--- config.mk ---
export PLATFORM = sky130hd
export DESIGN_NAME = group_mac_stream
export DESIGN_NICKNAME = d
export VERILOG_FILES = /design/src/rtl/group_mac_stream_pkg.sv /design/src/rtl/mac_sat_lane.sv /design/src/rtl/group_mac_stream.sv
export SDC_FILE = /design/constraint.sdc
export NUM_CORES = 2
export LEC_CHECK = 0
export CAP_MARGIN = 20
export CORE_MARGIN = 1.5
export CORE_UTILIZATION = 60
export CTS_CLUSTER_SIZE = 12
export DETAILED_ROUTE_END_ITERATION = 12
export MAX_ROUTING_LAYER = met4
export PLACE_DENSITY = 0.86
export SYNTH_ARGS = -nofsm -noshare
export SYNTH_HDL_FRONTEND = slang
export SYNTH_SLANG_ARGS = --single-unit
--- constraint.sdc ---
create_clock -name clk -period 15.5 [get_ports clk]
set_input_delay 3.875 -clock clk [delete_from_list [all_inputs] [get_ports clk]]
set_output_delay 3.875 -clock clk [all_outputs]
set_load 0.01 [all_outputs]
--- src/rtl/group_mac_stream_pkg.sv ---
// Shared types and helpers for the group MAC stream block and its lanes.
package group_mac_stream_pkg;

    typedef enum logic {StFresh, StAccum} acc_state_e;

    function automatic int unsigned prod_width(input int unsigned img_w, input int unsigned ker_w);
        return img_w + ker_w;
    endfunction

endpackage

--- src/rtl/mac_sat_lane.sv ---
// One MAC lane: masked signed multiply (S2), then saturating accumulate with sticky overflow (S3).
module mac_sat_lane
    import group_mac_stream_pkg::*;
#(
    parameter int unsigned IMG_WIDTH = 16,
    parameter int unsigned KER_WIDTH = 16,
    parameter int unsigned ACC_WIDTH = 40
) (
    input  logic                        clk,
    input  logic                        rst,
    input  logic                        en,
    input  logic signed [IMG_WIDTH-1:0] s1_ma,
    input  logic signed [KER_WIDTH-1:0] s1_mb,
    input  logic                        s1_mask,
    input  logic                        s2_val,
    input  logic                        s2_last,
    output logic        [ACC_WIDTH-1:0] result,
    output logic                        ovf
);

    localparam int unsigned PROD_WIDTH = prod_width(IMG_WIDTH, KER_WIDTH);
    localparam logic [ACC_WIDTH-1:0] ACC_MAX = {1'b0, {(ACC_WIDTH-1){1'b1}}};
    localparam logic [ACC_WIDTH-1:0] ACC_MIN = {1'b1, {(ACC_WIDTH-1){1'b0}}};

    logic signed [PROD_WIDTH-1:0] a_ext, b_ext, prod_d, prod_q;
    logic signed [ACC_WIDTH-1:0]  prod_ext;
    logic        [ACC_WIDTH:0]    sum;
    logic        [ACC_WIDTH-1:0]  sat, acc_d, acc_q, result_q;
    logic                         ovf_now, ovf_acc_d, ovf_acc_q, ovf_q;
    acc_state_e                   state_q;

    // Operands widened up front so the product is computed at full width.
    assign a_ext    = {{KER_WIDTH{s1_ma[IMG_WIDTH-1]}}, s1_ma};
    assign b_ext    = {{IMG_WIDTH{s1_mb[KER_WIDTH-1]}}, s1_mb};
    assign prod_d   = s1_mask ? a_ext * b_ext : '0;
    assign prod_ext = ACC_WIDTH'(prod_q);

    // One guard bit: overflow when the two top bits of the sum disagree.
    assign sum     = {acc_q[ACC_WIDTH-1], acc_q} + {prod_ext[ACC_WIDTH-1], prod_ext};
    assign ovf_now = sum[ACC_WIDTH] ^ sum[ACC_WIDTH-1];
    assign sat     = ovf_now ? (sum[ACC_WIDTH] ? ACC_MIN : ACC_MAX) : sum[ACC_WIDTH-1:0];

    always_comb begin
        acc_d     = acc_q;
        ovf_acc_d = ovf_acc_q;
        if (s2_val) begin
            if (state_q == StFresh) begin
                acc_d     = prod_ext;
                ovf_acc_d = 1'b0;
            end else begin
                acc_d     = sat;
                ovf_acc_d = ovf_acc_q | ovf_now;
            end
        end
    end

    always_ff @(posedge clk or negedge rst) begin
        if (!rst) begin
            prod_q    <= '0;
            acc_q     <= '0;
            ovf_acc_q <= 1'b0;
            state_q   <= StFresh;
            result_q  <= '0;
            ovf_q     <= 1'b0;
        end else if (en) begin
            prod_q <= prod_d;
            if (s2_val) begin
                acc_q     <= acc_d;
                ovf_acc_q <= ovf_acc_d;
                state_q   <= s2_last ? StFresh : StAccum;
                if (s2_last) begin
                    result_q <= acc_d;
                    ovf_q    <= ovf_acc_d;
                end
            end
        end
    end

    assign result = result_q;
    assign ovf    = ovf_q;

endmodule

--- src/rtl/group_mac_stream.sv ---
// Group of signed MAC lanes fed by a valid/ready term stream; one held result per dot-product.
module group_mac_stream
    import group_mac_stream_pkg::*;
#(
    parameter int unsigned GROUP_NB  = 4,
    parameter int unsigned IMG_WIDTH = 16,
    parameter int unsigned KER_WIDTH = 16,
    parameter int unsigned ACC_WIDTH = 40
) (
    input  logic                          clk,
    input  logic                          rst,
    input  logic [GROUP_NB*IMG_WIDTH-1:0] ma,
    input  logic [GROUP_NB*KER_WIDTH-1:0] mb,
    input  logic [GROUP_NB-1:0]           mask,
    input  logic                          in_val,
    input  logic                          in_last,
    output logic                          in_rdy,
    output logic [GROUP_NB*ACC_WIDTH-1:0] result,
    output logic [GROUP_NB-1:0]           ovf,
    output logic                          out_val,
    input  logic                          out_rdy
);

    logic                          en;
    logic [GROUP_NB*IMG_WIDTH-1:0] s1_ma_q;
    logic [GROUP_NB*KER_WIDTH-1:0] s1_mb_q;
    logic [GROUP_NB-1:0]           s1_mask_q;
    logic                          s1_val_q, s1_last_q, s2_val_q, s2_last_q, out_val_q;

    // A held, unaccepted result freezes the whole pipeline.
    assign en     = !(out_val_q && !out_rdy);
    assign in_rdy = en;

    always_ff @(posedge clk or negedge rst) begin
        if (!rst) begin
            s1_ma_q   <= '0;
            s1_mb_q   <= '0;
            s1_mask_q <= '0;
            s1_val_q  <= 1'b0;
            s1_last_q <= 1'b0;
            s2_val_q  <= 1'b0;
            s2_last_q <= 1'b0;
            out_val_q <= 1'b0;
        end else if (en) begin
            s1_ma_q   <= ma;
            s1_mb_q   <= mb;
            s1_mask_q <= mask;
            s1_val_q  <= in_val;
            s1_last_q <= in_last;
            s2_val_q  <= s1_val_q;
            s2_last_q <= s1_last_q;
            out_val_q <= s2_val_q && s2_last_q;
        end
    end

    for (genvar i = 0; i < GROUP_NB; i++) begin : g_lane
        mac_sat_lane #(
            .IMG_WIDTH(IMG_WIDTH),
            .KER_WIDTH(KER_WIDTH),
            .ACC_WIDTH(ACC_WIDTH)
        ) u_lane (
            .clk    (clk),
            .rst    (rst),
            .en     (en),
            .s1_ma  (s1_ma_q[i*IMG_WIDTH +: IMG_WIDTH]),
            .s1_mb  (s1_mb_q[i*KER_WIDTH +: KER_WIDTH]),
            .s1_mask(s1_mask_q[i]),
            .s2_val (s2_val_q),
            .s2_last(s2_last_q),
            .result (result[i*ACC_WIDTH +: ACC_WIDTH]),
            .ovf    (ovf[i])
        );
    end

    assign out_val = out_val_q;

endmodule

# After elaboration in Yosys (flattened, before gate mapping)
# Index checks and enable logic that the tools add are counted.
# W data, S select, Z words.
dict set report totals {
  register_bits 594
  elab_cells 73
  in_bits 137
  out_inout_bits 166
}
dict set report op_classes {
  reduce_logical 6
  bitwise 9
  add_sub_neg 4
  muxes 21
  mul 4
}
# cell count
set op_table {}
lappend op_table {{$mux W40} 12}
lappend op_table {{$add A40 B32 Y41} 4}
lappend op_table {{$mul A16 B16 Y32} 4}
lappend op_table {{$mux W32} 4}
lappend op_table {{$mux W1} 5}
lappend op_table {{$or A1 B1 Y1} 4}
lappend op_table {{$xor A1 B1 Y1} 4}
lappend op_table {{$reduce_and A3 Y1} 1}
lappend op_table {{$logic_and A1 B1 Y1} 2}
lappend op_table {{$logic_not A1 Y1} 2}
lappend op_table {{$reduce_and A2 Y1} 1}
lappend op_table {{$not A1 Y1} 1}

# Depth between registers and ports, before layout
dict set report logic_depth {
  ltp_word 4
  depth_mapped 24
  ltp_nobuf 22
}

# Modules after synthesis
# From an unflattened synthesis, not the netlist that was laid out.
dict set report hier_totals {
  hier_cells 7911
  area_unflattened_um2 72956.2
}
# module area_per_inst_um2 cells_per_inst seq_area_each_um2 instances
set modules_own_cells {}
lappend modules_own_cells {{mac_sat_lane at g_lane[0].u_lane} 17217.8 1956 2877.8 1}
lappend modules_own_cells {{mac_sat_lane at g_lane[2].u_lane} 16947.5 1926 2877.8 1}
lappend modules_own_cells {{mac_sat_lane at g_lane[3].u_lane} 16789.9 1882 2877.8 1}
lappend modules_own_cells {{mac_sat_lane at g_lane[1].u_lane} 16709.8 1855 2877.8 1}
lappend modules_own_cells {group_mac_stream 5291.3 292 3428.3 1}

# Worst setup path after synthesis
# Ideal clock, no wire load.
dict set report synth_timing {
  path_type {input to output}
  start {in out_rdy}
  end {out in_rdy}
  path_slack_ns 6.756
  path_buffers 3
  cell_stages 5
  required_ns 11.625
  t_arrival_ns 4.869
  path_cell_list {nor2b_1 inv_1 clkbuf_1 clkbuf_1 clkbuf_1}
}
dict set report synth_between {
  elab_chain_cells 3
}
# item line_no
set synth_lines {}
lappend synth_lines {{start, declared} group_mac_stream.sv:21} ;# input logic out_rdy
lappend synth_lines {{$logic_not A1 Y1} group_mac_stream.sv:31} ;# assign en = !(out_val_q && !out_rdy);
lappend synth_lines {{$logic_and A1 B1 Y1} group_mac_stream.sv:31}
lappend synth_lines {{$logic_not A1 Y1} group_mac_stream.sv:31}
lappend synth_lines {{end, declared} group_mac_stream.sv:17} ;# output logic in_rdy,
# Every way passes these cells.

# Worst setup path after layout
# Same ends and word-level chain as after synthesis.

==> results.md <==
- Num rows: 127
- Routability cong.: 0.959
- CP Max Fanout: 23
- Distinct cells, synth: 100
- Worst Path Required: 11,620 ps
- Setup_tns: 0 ps
- Sequential cell area fraction in the yosys report: 0.204
- DR pass1 iterations: 6
- Post-Syn Area: 0.0729 mm2
- Placed Area: 0.0768 mm2
- Critical R2R Launch: s1_mb_q[34]
- R2R setup slack: 8300 ps
- Detailed router's first-iteration violation count: 5,068
- Sink Count: 594
- Number of failing hold endpoints at the final stage: 0
- Clk_lat worst skew: 720 ps
- # DRC: 0
- Die footprint: 0.124 mm2
- CP Capture Type: output port
- Max Slew Vio Count: 0
- Initial Utilization: 0.606
- Layout area overhead: 9.06%
- Period utilization: 0.611
- Flops & latches, synth: 594
- Largest net degree at the start of global routing: 175
- Clock-pin slew of the registers on the worst-case setup and hold paths: 50 ps
- Initial antenna violation count: 6
- Final nets: 9,958
- CTS tree: built
- First-pass GRT wire length: 322 mm
- Post-cts resize count: 0
- Longest Clk Path Bufs: 3
- Yosys top cell area share: 0.289
- Max-Cap Viols: 0
- Setup-failing EPs final: 0
- Worst Hold Slack: 468 ps
- IO buf count: 302
- Fmax: 106 MHz
- Post-synth EDFFs: 0
- Top post-synthesis cells by count: nand2_1 (1,323), inv_1 (1,238), fa_1 (1,052)
- RSZ-0062 raised after global routing: false
- Synth top area cells: fa_1 (29%), dfrtp_1 (20%), ha_1 (8.4%), nand2_1 (6.8%), inv_1 (6.4%)
- Vias/cell: 5.93
- Layout cells sized above 1: 0.0343
- Clock skew: 45.1 ps
- Total Routed Length: 199 mm
- Synth area leader: fa_1
- GR Util met3: 0.0719
- Post-DP HPWL: 152 mm
- Arrival @ worst endpoint: 5600 ps
- Root buffer cell: clkbuf_16
- Tmin final: 9480 ps
- Slew HR: 0.240
- Mapped Cells: 8,231
- M1 GR Usage: 0.464
- Critical Path Source Type: primary input
- Asr flop ratio synth: 1.00
- Top-count cell post-synth: nand2_1
- Setup CP Type: in -> out
- Final instance area: 0.0795 mm2
- GRT met2 Usage: 0.510
- Top_reg_cell synth: dfrtp_1
- Wirelength per Cell: 20.0 um
- Die W: 352 um
- Post-synth net total: 9,908
- Setup Buffers After CTS: 0
- Vias in the first global route: 60,280
- Most Crowded Layer GR: met2
- CTS Hold Bufs: 0
- Num CTS Buffers: 76
- Status: finished clean
- IO Pins: 303
- Core Footprint: 0.120 mm2
- ANT nets after route: 0
- Total GRT Usage: 0.339
- Worst-Margin Slew: 1140 ps
- Hold WC Path Type: reg -> reg
- Setup crit start: out_rdy
- Mean Syn Cell Area: 8.86 um2
- H-Tree Depth: 3
- Via count: 59,033
- Die span in y: 352 um
- Worst setup endpoint: in_rdy
- Ys Warns: 0
- Reg2reg end: g_lane[2].u_lane.prod_q[29]
- Worst reg2reg path depth: 20
- Overflow after GRT: 0
==> registers in the layout, summed over array words and instances (netlist names), 4 cells and up <==
name	count
g_lane.u_lane.ovf	4
s1_mb_q	64
g_lane.u_lane.prod_q	128
s1_mask_q	4
g_lane.u_lane.ovf_acc_q	4
g_lane.u_lane.result	160
g_lane.u_lane.acc_q	160
s1_ma_q	64
==> cell families after synthesis <==
logic type,count (synthesis),share of synthesized area
flip-flops,594,0.204
AND/OR/NAND/NOR,2683,0.169
AO/OA/AOI/OAI,1501,0.132
adder cells (fa/ha/maj),1541,0.373
buffers and inverters,1610,0.0840
multiplexers,51,0.00781
XOR/XNOR,251,0.0302
==> how the worst min path moves through the flow <==
stage                    from        end  slack, ps  depth (start not counted)
floorplan           s1_last_q  s1_last_q        440                          2
global placement     s1_val_q   s1_val_q        450                          2
detailed placement   s1_val_q   s1_val_q        460                          2
CTS                 s1_last_q  s2_last_q        470                          2
global route         s1_val_q   s1_val_q        500                          2
finish               s1_val_q   s1_val_q        470                          2
==> metrics by stage <==
step	setup WS, ps	std cells	util
detailed placement	6050	9814	0.639
finish	6020	9955	0.661
CTS	6040	9949	0.661
floorplan	6760	8231	-
global placement	6040	9812	0.639
global route	6000	9955	0.661
==> critical path, stage by stage <==
cell	delay, ps
clkdlybuf4s50_1	500
nor2b_4	70
buf_4	220
inv_6	280
clkdlybuf4s50_1	610
==> per-layer routing <==
layer	vias to the layer above	share of wire
met2	2511	0.45
met5	-	0
li1	26546	-
met4	0	0.030
met1	29568	0.43
met3	408	0.091
==> layout make-up <==
class                           count  area [um2]
Timing Repair Buffer              342        3370
Clock buffer                      101        2110
Inverter                         1240        4660
Antenna cell                        5        12.5
Multi-Input combinational cell   6027       51900
Sequential cell                   594       14900
Clock inverter                     34         520
Tap cell                         1612        2020
Fill cell                        9442       40800
==> layout by cell type (no fill, tap or decap), types with 15 or more instances in the layout <==
cell	count
a2111oi_0	18
a211o_1	19
a211oi_1	67
a21o_1	111
a21oi_1	411
a31oi_1	67
and2_1	525
and3_1	34
buf_4	35
clkbuf_1	15
clkbuf_16	77
clkdlybuf4s50_1	301
dfrtp_1	593
fa_1	1052
ha_1	488
inv_1	1237
mux2_2	47
nand2_1	1321
nand2b_1	50
nand3_1	113
nand4_1	46
nor2_1	406
nor2b_1	38
nor3_1	63
o211ai_1	88
o21a_1	52
o21ai_0	385
o21bai_1	31
o22ai_1	18
o31ai_1	40
or3_1	19
xnor2_1	168
xor2_1	83
Power is not shown: default switching activity piles up to over one toggle a cycle in this logic, so the estimate is an artifact.
